`config.mk`:
```
export PLATFORM = sky130hd
export DESIGN_NAME = hazard_control_unit
export DESIGN_NICKNAME = d
export VERILOG_FILES = /design/src/rtl/hazard_control_unit.sv
export SDC_FILE = /design/constraint.sdc
export NUM_CORES = 1
export LEC_CHECK = 0
export BUFFER_PORTS_ARGS = -buffer_cell sky130_fd_sc_hd__buf_4
export CAP_MARGIN = 20
export CORE_UTILIZATION = 30
export CTS_CLUSTER_SIZE = 24
export DETAILED_ROUTE_END_ITERATION = 10
export HOLD_SLACK_MARGIN = 0.05
export PLACE_DENSITY = 0.58
export SLEW_MARGIN = 20
export SYNTH_ARGS = -nofsm -noshare
export SYNTH_HDL_FRONTEND = slang
export SYNTH_SLANG_ARGS = --single-unit
```
`constraint.sdc`:
```
create_clock -name clk -period 2.55 [get_ports clk]
set_input_delay 0 -clock clk [delete_from_list [all_inputs] [get_ports clk]]
set_output_delay 0 -clock clk [all_outputs]
set_load 0.01 [all_outputs]
```
`src/rtl/hazard_control_unit.sv`:
```
// Hazard control for a 5-stage RISC-V pipeline.
// Forwarding, load-use stalls, redirects and a debug halt/step FSM.
module hazard_control_unit (
  input  logic        clk,
  input  logic        rst,
  input  logic [4:0]  Rs1D,
  input  logic [4:0]  Rs2D,
  input  logic [4:0]  Rs1E,
  input  logic [4:0]  Rs2E,
  input  logic [4:0]  RdE,
  input  logic [4:0]  RdM,
  input  logic [4:0]  RdW,
  input  logic        RegWriteM,
  input  logic        RegWriteW,
  input  logic [1:0]  ResultSrcE,
  input  logic        PCSrcE,
  input  logic        DbgHalt,
  input  logic        DbgStep,
  output logic        StallF,
  output logic        StallD,
  output logic        FlushD,
  output logic        FlushE,
  output logic [1:0]  ForwardAE,
  output logic [1:0]  ForwardBE,
  output logic        HaltedAck,
  output logic [31:0] StallCount,
  output logic [31:0] FlushCount
);

  typedef enum logic [1:0] {
    RUN    = 2'd0,
    DRAIN  = 2'd1,
    HALTED = 2'd2,
    STEP   = 2'd3
  } state_t;

  state_t      state_q;
  logic [1:0]  drain_q;
  logic        halted_q;
  logic [31:0] stall_cnt_q;
  logic [31:0] flush_cnt_q;
  logic        lw_stall;
  logic        run_like;

  assign lw_stall = (ResultSrcE == 2'b01) && (RdE != 5'd0)
                 && ((RdE == Rs1D) || (RdE == Rs2D));
  assign run_like = (state_q == RUN) || (state_q == STEP);

  // Operand forwarding; memory stage has priority over writeback
  always_comb begin
    ForwardAE = 2'b00;
    ForwardBE = 2'b00;
    if (!rst) begin
      if (RegWriteM && RdM != 5'd0 && RdM == Rs1E)
        ForwardAE = 2'b10;
      else if (RegWriteW && RdW != 5'd0 && RdW == Rs1E)
        ForwardAE = 2'b01;
      if (RegWriteM && RdM != 5'd0 && RdM == Rs2E)
        ForwardBE = 2'b10;
      else if (RegWriteW && RdW != 5'd0 && RdW == Rs2E)
        ForwardBE = 2'b01;
    end
  end

  // Stall/flush steering; halted states hold F/D unless redirected
  always_comb begin
    StallF = 1'b0;
    StallD = 1'b0;
    FlushD = 1'b0;
    FlushE = 1'b0;
    if (!rst) begin
      if (run_like) begin
        StallF = lw_stall;
        StallD = lw_stall;
        FlushD = PCSrcE;
        FlushE = lw_stall | PCSrcE;
      end else if (PCSrcE) begin
        FlushD = 1'b1;
        FlushE = 1'b1;
      end else begin
        StallF = 1'b1;
        StallD = 1'b1;
        FlushE = 1'b1;
      end
    end
  end

  assign HaltedAck  = halted_q & ~rst;
  assign StallCount = rst ? 32'd0 : stall_cnt_q;
  assign FlushCount = rst ? 32'd0 : flush_cnt_q;

  // Debug FSM, drain counter, registered halt ack and event counters
  always_ff @(posedge clk) begin
    if (rst) begin
      state_q     <= RUN;
      drain_q     <= 2'd0;
      halted_q    <= 1'b0;
      stall_cnt_q <= 32'd0;
      flush_cnt_q <= 32'd0;
    end else begin
      unique case (state_q)
        RUN: begin
          if (DbgHalt) begin
            state_q <= DRAIN;
            drain_q <= 2'd3;
          end
        end
        DRAIN: begin
          if (drain_q == 2'd1) begin
            state_q  <= HALTED;
            halted_q <= 1'b1;
            drain_q  <= 2'd0;
          end else begin
            drain_q <= drain_q - 2'd1;
          end
        end
        HALTED: begin
          if (!DbgHalt) begin
            state_q  <= RUN;
            halted_q <= 1'b0;
          end else if (DbgStep) begin
            state_q  <= STEP;
            halted_q <= 1'b0;
          end
        end
        STEP: begin
          if (!lw_stall) begin
            state_q <= DRAIN;
            drain_q <= 2'd3;
          end
        end
      endcase
      if (run_like && lw_stall)
        stall_cnt_q <= stall_cnt_q + 32'd1;
      if (PCSrcE)
        flush_cnt_q <= flush_cnt_q + 32'd1;
    end
  end

endmodule

```
==> impl_metrics.tcl <==
set metrics [dict create \
    status "finished, final reports clean" \
    seq_area_mm2 0.00138 \
    fin_hold_ws_ns 0.127 \
    post-place-ws_ns 0.302 \
    multi_input_area_mm2 0.00280 \
    wl_met3_um 572 \
    avgRoutedWirePerCell_um 14.1 \
    worstPathRequired_ns 2.55 \
    leakage_nw 2.23 \
    diodes 0 \
    async_reset_ff_frac 0 \
    max_freq_mhz 418 \
    cp_top_family "simple AND/OR/NAND/NOR gates" \
    core.rowCount 43 \
    crit_path_cell_trace "inv_1 -> ha_1 -> buf_4 -> or2_4 -> or2_2 -> a21oi_1 -> buf_4" \
    setup_viol 0 \
    synth_nets 590 \
    yosysWarnings 0 \
    cts_buffer_depth 2 \
    synth-edff-count 0 \
    crit_type "register to output port" \
    hp-class "input pin to register" \
    fillers 1397 \
    drive_above_1_share 0.248 \
    yosys.cell_types.count 50 \
    grt_max_degree 69 \
    fin_nets 695 \
    grt.overflow.total 0 \
    initial_utilization 0.311 \
    setup_tns_ns 0 \
    hpwl_um 8550 \
    io_pins 117 \
    place_congestion 0.829 \
    syn_avg_cell_area_um2 8.11 \
    crit_top_cell "buf_4" \
    cp.depth 7 \
    drt_pass1_iterations 4 \
    die_x_um 123 \
    synth_seq_cells 69 \
    cpPeakStageDelay_ns 0.35 \
    r2r_slack_ns 0.30 \
    grt_usage 0.160 \
    cts_buffers 9 \
    vias_per_cell 5.02 \
    maxUsedRoutingLayer "met4" \
    coreArea_mm2 0.0140 \
    synth_area_mm2 0.00436 \
    htreeDepth 3 \
    grt_pass1_vias 3956 \
    crit_end "StallD" \
    cp_slowest_cell "dfxtp_1" \
    drc 0 \
    skew_ns 0.00740 \
    numClockSinks 69 \
    crit_path_end_kind "output port" \
    grt_setup_unrepaired "false" \
    wl_um 11700 \
    synth-seq-area-share 0.317 \
    vias 4160 \
    met2WireLength_um 5380 \
    drv_slew 0 \
    grt_pass1_wl_um 18800 \
    timing.rr.end "stall_cnt_q[29]" \
    rr_startpoint "state_q[0]" \
    wl_met1_um 5420 \
    postRouteAntennaNets 0 \
    critPathMaxFanout 23 \
    ctsRootBufferMaster "clkbuf_16" \
    worstPathArrival_ns 2.39 \
    io_buffer_count 116 \
    crit_start "state_q[0]" \
    reg2reg_depth 8 \
    hold_viol_final 0 \
    ys.flop_type "dfxtp_1" \
    cp_num_buf_inv 3 \
    power.density_mw_per_mm2 524 \
    clk_pin_slew_ns 0.05 \
    die_area_mm2 0.0150 \
    startpoint_type "register" \
    syn_inst 538 \
    maxCapViolations 0 \
    antenna_found_initial 0 \
    max_slew_margin 0.547 \
    cts_setup_buffers 0 \
    floorplan.die.height_um 123 \
    ir_worst_vdd_v 0.000297 \
    area_growth_pct 31.3 \
    worst_slew_pin_slew_ns 0.680 \
    clock_latency_ns 0.34 \
    finalCriticalPeriod_ns 2.39 \
    finalCritPeriodShare 0.937 \
    setup_ws_ns 0.160 \
    cts_tree "done" \
    drt-initial-drc-count 252 \
]
Yosys cell counts, types with 11 or more instances:
master / instances / area [um^2]
a21oi_1: 27 / 135
clkbuf_1: 19 / 71.3
dfxtp_1: 69 / 1380
inv_1: 11 / 41.3
nand2_1: 27 / 101
nand3_1: 24 / 120
nor2_1: 54 / 203
nor2b_1: 65 / 407
nor3_1: 18 / 90.1
o31ai_1: 21 / 158
or4_1: 26 / 195
xnor2_1: 28 / 245
xor2_1: 31 / 272
how the worst min path moves through the flow:
stage	to	cells after the start	startpoint
floorplan	ForwardAE[1]	3	Rs1E[2]
global placement	flush_cnt_q[0]	3	PCSrcE
detailed placement	flush_cnt_q[0]	3	PCSrcE
CTS	state_q[1]	4	DbgHalt
global route	state_q[0]	5	DbgHalt
finish	state_q[1]	4	DbgHalt
report_power, final:
group,total (mW),leakage (nW),switching [mW],internal (mW)
logic,0.522,1.52,0.290,0.232
clock network,1.34,0.151,0.498,0.841
registers,1.14,0.557,0.0267,1.11
cell type report:
class | count | share of cell area
multi-input combinational | 426 | 0.489
sequential | 69 | 0.241
timing repair buffer | 126 | 0.168
clock buffer | 12 | 0.0465
tap | 180 | 0.0393
clock inverter | 4 | 0.00939
inverter | 11 | 0.00720
placed cells by master, fill, tap and decap left out, types with 3 or more instances in the layout:
cell type  Yosys  layout
nor4b_1        3       3
xnor2_1       28      28
a21oi_1       27      27
o21ai_0        9       9
o31ai_1       21      21
clkbuf_16      0       9
nor4_1         7       7
dfxtp_1       69      69
inv_1         11      11
and3_1         9       9
xor2_1        31      31
nor3_1        18      18
nand3_1       24      24
nand4_1       10      10
clkbuf_8       0       3
and4_1         7       7
and2_1         4       4
mux2_2        10      10
nor2b_1       65      65
or4_1         26      26
or3_1          4       4
nand2_1       27      27
buf_4          3     124
nand2b_1       6       6
nor2_1        54      54
ha_1           8       8
kinds of logic after synthesis:
| group | synth area share |
|---|---|
| xor+xnor | 0.118 |
| buf+inv | 0.0430 |
| simple gates | 0.371 |
| fa+ha+maj | 0.0229 |
| compound gates | 0.0975 |
| mux | 0.0304 |
| flops | 0.317 |
tightest hold or removal path: cells and delay by family:
family / cells / cell delay [ns]
and+or+nand+nor: 1 / 0.11
buffers and inverters: 1 / 0.12
AOI/OAI and AO/OA: 2 / 0.18
sequential cells by signal, indices dropped and copies added, names as in the netlist:
name         flops
state_q          2
stall_cnt_q     32
halted_q         1
drain_q          2
flush_cnt_q     32
per-stage QoR:
stage                      util  cell area (um^2)  std cells  total power, mW
after global placement    0.384              5400        811             1.66
final                     0.408              5730        828             3.00
after detailed placement  0.384              5400        811             1.68
after floorplan               -              4360        538             1.49
after CTS                 0.408              5730        828             3.04
after global routing      0.408              5730        828             3.15
repair_timing:
action                                 in CTS  in global routing
endpoints found under the hold margin       2                  0
setup endpoints to repair                   0                  2
hold buffers                                1                  0
resized for setup                           0                  1
routing by layer:
metal,global-route usage,up-vias
met5,0,-
met4,0.0793,0
met3,0.0372,21
met2,0.254,107
met1,0.203,1924
li1,-,2108
Power figures use the tool's default switching activity.
